<file path="config.mk">
export PLATFORM = sky130hd
export DESIGN_NAME = div_bcd_out
export DESIGN_NICKNAME = d
export VERILOG_FILES = /design/src/rtl/div_bcd_out.sv
export SDC_FILE = /design/constraint.sdc
export NUM_CORES = 1
export LEC_CHECK = 0
export CAP_MARGIN = 20
export CELL_PAD_IN_SITES_DETAIL_PLACEMENT = 0
export CELL_PAD_IN_SITES_GLOBAL_PLACEMENT = 1
export CORE_ASPECT_RATIO = 1.25
export CORE_MARGIN = 3
export CORE_UTILIZATION = 38
export CTS_BUF_LIST = sky130_fd_sc_hd__clkbuf_4 sky130_fd_sc_hd__clkbuf_8
export CTS_CLUSTER_DIAMETER = 40
export DETAILED_ROUTE_END_ITERATION = 10
export PLACE_DENSITY = 0.88
export SETUP_SLACK_MARGIN = 0.2
export SYNTH_ARGS = -nofsm -noshare
export SYNTH_HDL_FRONTEND = slang
export SYNTH_SLANG_ARGS = --single-unit
</file>
<file path="constraint.sdc">
create_clock -name clk -period 1.65 [get_ports clk]
set_input_delay 0.4125 -clock clk [delete_from_list [all_inputs] [get_ports clk]]
set_output_delay 0.4125 -clock clk [all_outputs]
set_load 0.02 [all_outputs]
</file>
<file path="src/rtl/div_bcd_out.sv">
// Converts a divider's binary quotient (and optionally remainder) to 3-digit BCD via double-dabble.
// Optional build macro: DIV_BCD_REM_EN enables remainder conversion; otherwise r_bcd is tied to zero.
module div_bcd_out (
    input  logic        clk,
    input  logic        rst,
    input  logic        done,
    input  logic [7:0]  res,
    input  logic [7:0]  rem,
    output logic        busy,
    output logic        out_valid,
    input  logic        out_ready,
    output logic [11:0] q_bcd,
    output logic [11:0] r_bcd,
    output logic        overrun
);

    typedef enum logic [1:0] {IDLE, SHIFT, HOLD} state_t;

    state_t      state, state_nxt;
    logic        capture, step, finish, drop;
    logic [3:0]  cnt;
    logic [7:0]  q_sh;
    logic [11:0] q_acc, q_acc_nxt;

    // One double-dabble iteration: correct every digit >= 5, then shift in the next binary bit.
    function automatic logic [11:0] dabble(input logic [11:0] acc, input logic bit_in);
        logic [11:0] adj;
        for (int d = 0; d < 3; d++)
            adj[4*d +: 4] = (acc[4*d +: 4] >= 4'd5) ? acc[4*d +: 4] + 4'd3 : acc[4*d +: 4];
        return {adj[10:0], bit_in};
    endfunction

    assign q_acc_nxt = dabble(q_acc, q_sh[7]);
    assign busy      = (state != IDLE);
    assign out_valid = (state == HOLD);

    always_ff @(posedge clk) begin
        if (rst) state <= IDLE;
        else     state <= state_nxt;
    end

    // NOTE: every signal driven here gets a default first, so no path can infer a latch.
    always_comb begin
        state_nxt = state;
        capture   = 1'b0;
        step      = 1'b0;
        finish    = 1'b0;
        drop      = 1'b0;
        case (state)
            IDLE: begin
                if (done) begin
                    capture   = 1'b1;
                    state_nxt = SHIFT;
                end
            end
            SHIFT: begin
                step = 1'b1;
                drop = done;
                if (cnt == 4'd1) begin
                    finish    = 1'b1;
                    state_nxt = HOLD;
                end
            end
            HOLD: begin
                if (out_ready) begin
                    if (done) begin
                        capture   = 1'b1;
                        state_nxt = SHIFT;
                    end else begin
                        state_nxt = IDLE;
                    end
                end else begin
                    drop = done;
                end
            end
            default: state_nxt = IDLE;
        endcase
    end

    // NOTE: sequential state uses non-blocking assignments so all registers update together on the edge.
    always_ff @(posedge clk) begin
        if (rst) begin
            cnt     <= 4'd0;
            q_sh    <= 8'd0;
            q_acc   <= 12'd0;
            q_bcd   <= 12'd0;
            overrun <= 1'b0;
        end else begin
            if (capture) begin
                q_sh  <= res;
                q_acc <= 12'd0;
                cnt   <= 4'd8;
            end else if (step) begin
                q_sh  <= {q_sh[6:0], 1'b0};
                q_acc <= q_acc_nxt;
                cnt   <= cnt - 4'd1;
            end
            if (finish) q_bcd   <= q_acc_nxt;
            if (drop)   overrun <= 1'b1;
        end
    end

`ifdef DIV_BCD_REM_EN
    logic [7:0]  r_sh;
    logic [11:0] r_acc, r_acc_nxt, r_bcd_q;

    assign r_acc_nxt = dabble(r_acc, r_sh[7]);
    assign r_bcd     = r_bcd_q;

    // Remainder path shares the quotient's control strobes, so latency is identical.
    always_ff @(posedge clk) begin
        if (rst) begin
            r_sh    <= 8'd0;
            r_acc   <= 12'd0;
            r_bcd_q <= 12'd0;
        end else begin
            if (capture) begin
                r_sh  <= rem;
                r_acc <= 12'd0;
            end else if (step) begin
                r_sh  <= {r_sh[6:0], 1'b0};
                r_acc <= r_acc_nxt;
            end
            if (finish) r_bcd_q <= r_acc_nxt;
        end
    end
`else
    logic rem_unused;
    assign rem_unused = ^rem;
    assign r_bcd      = 12'h000;
`endif

endmodule

</file>
Yosys cells after proc, flatten, opt, wreduce, memory -nomap -nowiden:

Index checks and enable logic that the tools add are counted.

* mux-type cells: 20
* $lt $le $gt $ge: 3
* equality and inequality tests: 6
* reductions and logical operators: 5
* add/sub/neg operators: 4

Operators by type and width (number)
* 4-bit 2-to-1 mux: 4
* 8-bit 2-to-1 mux: 2
* 4-bit by 3-bit >= comparator with 1-bit output, second input constant: 3
* 4-bit by 2-bit adder with 4-bit output, second input constant: 2
* 1-bit 2-to-1 mux: 7
* 2-bit 2-to-1 mux: 3
* 2-bit case mux with 3 select lines: 1
* 4-bit by 1-bit equality test with 1-bit output, second input constant: 1
* 2-bit inequality test, second input constant: 2
* 1-bit case mux with 2 select lines: 2
* 2-bit nonzero test: 2
* 4-bit by 1-bit subtractor with 4-bit output, second input constant: 1
* 3-bit by 2-bit adder with 3-bit output, second input constant: 1
* 3-bit 2-to-1 mux: 1
* 3-bit AND reduction: 1
* 2-bit by 1-bit equality test with 1-bit output, second input constant: 1
* 2-bit equality test, second input constant: 1
* 2-bit zero test: 1
* 2-bit by 1-bit inequality test with 1-bit output, second input constant: 1
* 2-bit OR reduction: 1

* output and inout port bits: 27
* word-level logic and storage cells: 45
* bits of input ports: 20
* register bits after elaboration: 39

Longest topological paths before layout:

Gate-level depths: netlist of the first run.

* depth in word-level cells: 4
* gate-level depth with buffers: 7
* depth with buffers taken out: 6

Worst setup path before layout of the first run:

Ideal clock, no wire load.

* path type: register -> register
* start point: reg state[0]
* end point: reg q_sh[7]
* slack: 0.112 ns
* clock period less this slack: 1.538 ns
* arrival time: 1.452 ns
* buffers on the path: 1
* setup time: 0.086 ns
* stages on the path, launching flop included: 8
* required time: 1.564 ns
* cells stage by stage: dfxtp_1 > inv_1 > ha_1 > a21o_1 > nand2_2 > buf_2 > nor2_1 > a211oi_1

* word-level cells in the longest chain between the ends: 3
* elaborated cells between the ends (all ways): 7
* those cells by class: eq/ne (2); mux (3); reduce/logical (2)

RTL lines
* from (decl): line 19 `state_t state, state_nxt;`
* from (signal assigned): line 39 `else state <= state_nxt;`
* 2-bit equality test *
* net out_valid: line 10 `output logic out_valid,`
* 1-bit case mux with 2 select lines *: line 49 `case (state)`
* 8-bit 2-to-1 mux or 2-bit nonzero test (tied branches)
* to (signal assigned): line 90 `q_sh <= res;`
* to (signal assigned): line 94 `q_sh <= {q_sh[6:0], 1'b0};`
* to (decl): line 22 `logic [7:0] q_sh;`

Mark *: on every way through the listed nets, which the timed path passes. The rest lies on a longest branch.
A chain may end at the register's enable or synchronous reset.

Final worst setup path of the first run:

* start point: reg state[1]
* end point: reg q_acc[4]

* word-level cells in the longest chain between the ends: 3
* elaborated cells between the ends (all ways): 6
* those cells by class: eq/ne (2); mux (2); reduce/logical (2)

RTL lines
* 2-bit equality test or 2-bit zero test (tied branches): line 49
* 1-bit case mux with 2 select lines: line 49
* 2-bit OR reduction (no line)
* to (signal assigned): line 95 `q_acc <= q_acc_nxt;`
* to (decl): line 23 `logic [11:0] q_acc, q_acc_nxt;`

Parallel ways exist; a longest one is shown, timed or not.

==> results of run 1 <==
cell usage in the layout (no fill, tap or decap), types with 4 or more instances in the layout:
cell type         n
a211oi_1          5
a211oi_2         11
a21oi_1          15
a21oi_2           8
buf_4            24
buf_6             6
clkbuf_8          5
clkdlybuf4s50_1  11
conb_1           12
dfxtp_1          28
dfxtp_2          10
dlygate4sd2_1    10
ha_1              5
ha_2              4
inv_1             8
inv_2             5
mux2i_1           9
nand2_1          19
nand3_1           8
nand3b_1          5
nor2_1           21
nor2_4            4
o21ai_0           6
cell type report:
class | count | area share (%)
clock buffers | 7 | 2.80
clock inverters | 1 | 1.00
inverters | 14 | 1.92
multi-input cells | 177 | 46.8
flip-flops and latches | 39 | 26.6
well taps | 62 | 2.59
repair buffers | 58 | 18.3
kinds of logic after synthesis:
kind of cell,after synthesis,synth area share [%]
AND/OR/NAND/NOR,77,18.0
AO/OA/AOI/OAI,62,20.1
buffers and inverters,40,10.3
flip-flops,39,37.6
adder cells (fa/ha/maj),12,7.24
multiplexers,9,4.34
XOR/XNOR,5,2.11
other,1,0.181
per-stage QoR:
| stage | cells | util [%] |
|---|---|---|
| after global placement | 341 | 48.4 |
| after floorplan | 256 | - |
| after CTS | 357 | 55.6 |
| final | 358 | 57.8 |
| after global routing | 358 | 57.8 |
| after detailed placement | 341 | 48.4 |
how the worst min path moves through the flow:
stage              start        end  slack (ns)  cells after the start
2_1_floorplan    q_sh[7]   q_bcd[0]        0.44                      2
5_1_grt          overrun    overrun        0.49                      2
6_report         overrun    overrun        0.45                      2
4_1_cts        q_bcd[10]  q_bcd[10]        0.45                      2
3_3_place_gp     overrun    overrun        0.44                      2
3_5_place_dp     overrun    overrun        0.44                      2
layer usage:
metal,wire length [um],part of all wire (%),vias to the layer above
met5,0,0,-
met4,61,1.2,0
met3,184,3.6,6
met2,2500,49,43
met1,2330,46,914
li1,-,-,936
critical path: stages (launching register included):
cell and delay (ns):
dfxtp_2 0.34, buf_6 0.12, ha_4 0.16, buf_6 0.11
a21o_1 0.21, nand2_4 0.14, nand2b_4 0.08, buf_6 0.14
a211oi_2 0.17
registers in the layout, indices dropped and copies added (netlist names):
name / flops
cnt: 4
overrun: 1
q_acc: 12
q_bcd: 12
q_sh: 8
state: 2
power by group through the flow:
stage	Clock [uW]	Sequential, uW	Combinational [uW]
5_1_grt	867	1130	1270
4_1_cts	836	1110	1070
2_1_floorplan	0	1120	588
3_5_place_dp	0	1120	871
3_3_place_gp	0	1120	850
6_report	821	1120	1180
what timing repair did:
item                                    in CTS  in global routing
hold buffers                                 0                  0
gates resized for setup                     67                 32
cloned                                       2                  0
hold endpoints to repair                     0                  0
setup buffers                                6                  1
pin swaps                                   20                  8
endpoints found under the setup margin      52                 43
==> flow_summary.ini, run 1 <==
[status]
status = finished, final reports clean

[critical_path]
setup.worst_path.start = state[1]
reg2reg_depth = 8
critPathKind = flip-flop to flip-flop
path_max_fanout = 5
cp-endpoint = q_acc[4]
critPathCaptureType = flip-flop
critPathRequiredTime_ns = 1.86
r2r_start = state[1]
rr_endpoint = q_acc[4]
worstPathArrival_ns = 1.76
r2r_slack_ns = 0.10
cp-start-kind = flip-flop

[yosys]
yosys_most_used_dff = dfxtp_1
synth_top_area_share_pct = 37.6
synth_common_cells = 39 x dfxtp_1, 25 x nor2_1, 23 x a21oi_1, 20 x nand2_1, 14 x inv_1
yosys-top-cells-area = dfxtp_1 38%, ha_1 7.2%, a21oi_1 5.5%, nor2_1 4.5%, mux2i_1 4.3%
synth_edf_count = 0
synth.most_common_cell = dfxtp_1
yosys_register_bits = 39
synth-async-reset-ratio_pct = 0
yosysWarnings = 0
avgSynthCellArea_um2 = 8.47
yosys.area.top_type = dfxtp_1
synth_area_um2 = 2070
synth_cell_types = 39
syn_inst = 245
ys_seq_area_share_pct = 37.6

[placement]
placedInstanceArea_um2 = 2510
port_buffers = 26
gp_congestion = 0.831
place_ws_ns = -0.0327
place_hpwl_um = 3180

[pwr]
clock_power_share_pct = 26.4
p_leak_uw = 0.00117
peakVddDrop_uv = 646
sw_frac_of_total_pct = 33.4
switchingPower_uw = 1040
power_uw = 3110
seqPwrFrac_pct = 35.8
p_per_area_nw_per_um2 = 1040
power_frac_comb_pct = 37.8
intPower_uw = 2070

[sta]
slew_violations = 0
hold_viol = 0
setup_tns_ns = 0
period_minus_slack_ns = 1.55
min_period_over_period_pct = 93.7
rsz0062_at_grt = yes
worst_slack_ns = 0.104
fmax_mhz = 647
skew_ns = 0.00575
final-setup-viol-count = 0
hold-worst-slack_ns = 0.449

[final_layout]
layout-drive-gt1-share_pct = 36.1
n_fill_cell = 446
antenna_cells = 0
multi_input_area_um2 = 1400
area_growth_pct = 44.5
design_area_um2 = 3000
register_area_um2 = 797
nNetsFinal = 327

[global_routing]
grt_pass1_vias = 1677
grt_usage_pct = 15.8
gr-max-usage-layer = met2
grt_use_met3_pct = 3.75
grt_max_degree = 16
antenna_found_initial = 0
use_met1_pct = 19.4
grt_first_pass_wirelength_um = 7950
gr-usage-met2_pct = 27.7
grt_overflow = 0

[floorplanning]
ios = 47
rows = 29
start_util_pct = 40.0
die_height_um = 88.6
die_area_um2 = 6390
core_area_um2 = 5190
die_w_um = 72.1

[clock_tree]
cts-buffers-inserted = 5
cts_max_path_buffers = 2
cts_sinks = 39
clk_pin_slew_ns = 0.08
cts_root_buf = clkbuf_8
cts_tree = yes
htreeDepth = 2
insertion_delay_ns = 0.29

[job]
drv_cap = 0

[route]
viasPerCell = 5.30
routedWlPerCell_um = 14.2
vias = 1899
wl_um = 5080
first_iter_violations = 89
route.detailed.drc = 0
first_pass_iters = 4
ant_nets = 0

[worst_hold_path]
hold_class = flip-flop to flip-flop
Power figures use the tool's default switching activity.
==> run 2: changes to the inputs <==
- clock period: 1.65 -> 1.5 ns (I/O delays scaled with it)
==> run 2 against run 1 <==
Against the previous run:
- the run now ends with setup timing left
- hold slack about the same
- clock skew up 0.0016 ns
- combinational power up 20%
- final area up 3.0%
- register-to-register slack worse by 0.13 ns
- non-clock buffer count up 8
- largest power group unchanged
==> flow_summary.ini, run 2 (same netlist as run 1, synthesis figures left out) <==
[status]
status = complete, but fails checks
violations = setup timing

[final_layout]
multi_input_area_um2 = 1420
area_growth_pct = 48.8
register_area_um2 = 800
final_cell_mix = 30 x dfxtp_1, 28 x buf_4, 23 x nor2_1, 20 x nand2_1, 17 x a21oi_1
n_fill_cell = 445
antenna_cells = 0
layout-drive-gt1-share_pct = 41.1
final_core_util_pct = 59.5
nNetsFinal = 335
top_regs = q_acc (12), q_bcd (12), q_sh (8)
final_common_cell = dfxtp_1

[floorplanning]
start_util_pct = 40.0
core_area_um2 = 5190
die_height_um = 88.6
ios = 47
die_w_um = 72.1
die_area_um2 = 6390
rows = 29

[global_routing]
antenna_found_initial = 0
grt_usage_pct = 16.2
grt_overflow = 0
grt_first_pass_wirelength_um = 8200
grt_max_degree = 20
grt_pass1_vias = 1800

[route]
viasPerCell = 5.10
routedWlPerCell_um = 13.5
wl_um = 4950
first_iter_violations = 71
first_pass_iters = 4
route.detailed.drc = 0
vias = 1866
ant_nets = 0

[pwr]
p_leak_uw = 0.00118
p_per_area_nw_per_um2 = 1160
peakVddDrop_uv = 810
power_uw = 3570

[placement]
place_hpwl_um = 3210
port_buffers = 26
gp_congestion = 0.810

[critical_path]
cp-start-kind = flip-flop
path_max_fanout = 2
critPathRequiredTime_ns = 1.69
r2r_slack_ns = -0.02
worstPathArrival_ns = 1.71
critPathCaptureType = flip-flop
critPathKind = flip-flop to flip-flop

[job]
drv_cap = 0

[clock_tree]
htreeDepth = 2
clk_pin_slew_ns = 0.07
cts_tree = yes
cts_root_buf = clkbuf_8
cts_max_path_buffers = 2
hold_buffers = 0
cts-buffers-inserted = 5
insertion_delay_ns = 0.30
cts_sinks = 39

[sta]
skew_ns = 0.00735
fmax_mhz = 657
rsz0062_at_grt = yes
min_period_over_period_pct = 101
slew_violations = 0
hold_viol = 0
worst_slack_ns = -0.0220
period_minus_slack_ns = 1.52
final-setup-viol-count = 1

[worst_hold_path]
hold_class = flip-flop to flip-flop
## run 2: final timing paths
kind / startpoint / end / cells past startpoint
max reg2reg: cnt[1] / state[0] / 6
min: overrun / overrun / 2
min reg2reg: overrun / overrun / 2
max: cnt[1] / state[0] / 6
## run 2: per-layer routing
layer	wire length [um]	global-route usage (%)	vias to the layer above
li1	-	-	948
met1	2080	18.3	870
met2	2600	29.6	38
met3	197	4.20	10
met4	72	5.13	0
met5	0	0	-
## run 2: cell type report
class	instances	area share, %
inverters	14	2.03
multi-input cells	177	46.1
clock inverters	2	1.13
well taps	62	2.51
repair buffers	66	19.7
clock buffers	6	2.68
flip-flops and latches	39	25.9
## run 2: worst max-delay path, stage by stage, from the launching register on
cell	delay [ns]
dfxtp_2	0.33
inv_2	0.07
ha_4	0.12
or3b_4	0.39
a221oi_2	0.24
mux2i_1	0.21
nor2_1	0.05
## run 2: what timing repair did
| item | CTS | global route |
|---|---|---|
| setup endpoints to repair | 53 | 49 |
| cloned | 1 | 0 |
| gates resized for setup | 89 | 28 |
| pin swaps | 13 | 9 |
| buffers inserted | 6 | 7 |
## run 2: power breakdown
group | total (uW) | internal, uW | switching, uW
logic | 1420 | 735 | 684
clock network | 926 | 538 | 388
registers | 1230 | 1140 | 85.8
total | 3570 | 2410 | 1160
## run 2: through the flow
stage | cells | TNS (ns) | hold WS (ns) | setup slack [ns] | area [um2]
6_report | 366 | -0.0220 | 0.449 | -0.0220 | 3090
4_1_cts | 359 | -0.0622 | 0.449 | -0.0331 | 2990
3_5_place_dp | 344 | -1.81 | 0.439 | -0.158 | 2620
5_1_grt | 366 | -0.899 | 0.490 | -0.111 | 3090
3_3_place_gp | 344 | -1.59 | 0.436 | -0.112 | 2620
2_1_floorplan | 256 | 0 | 0.444 | 0.0250 | 2240
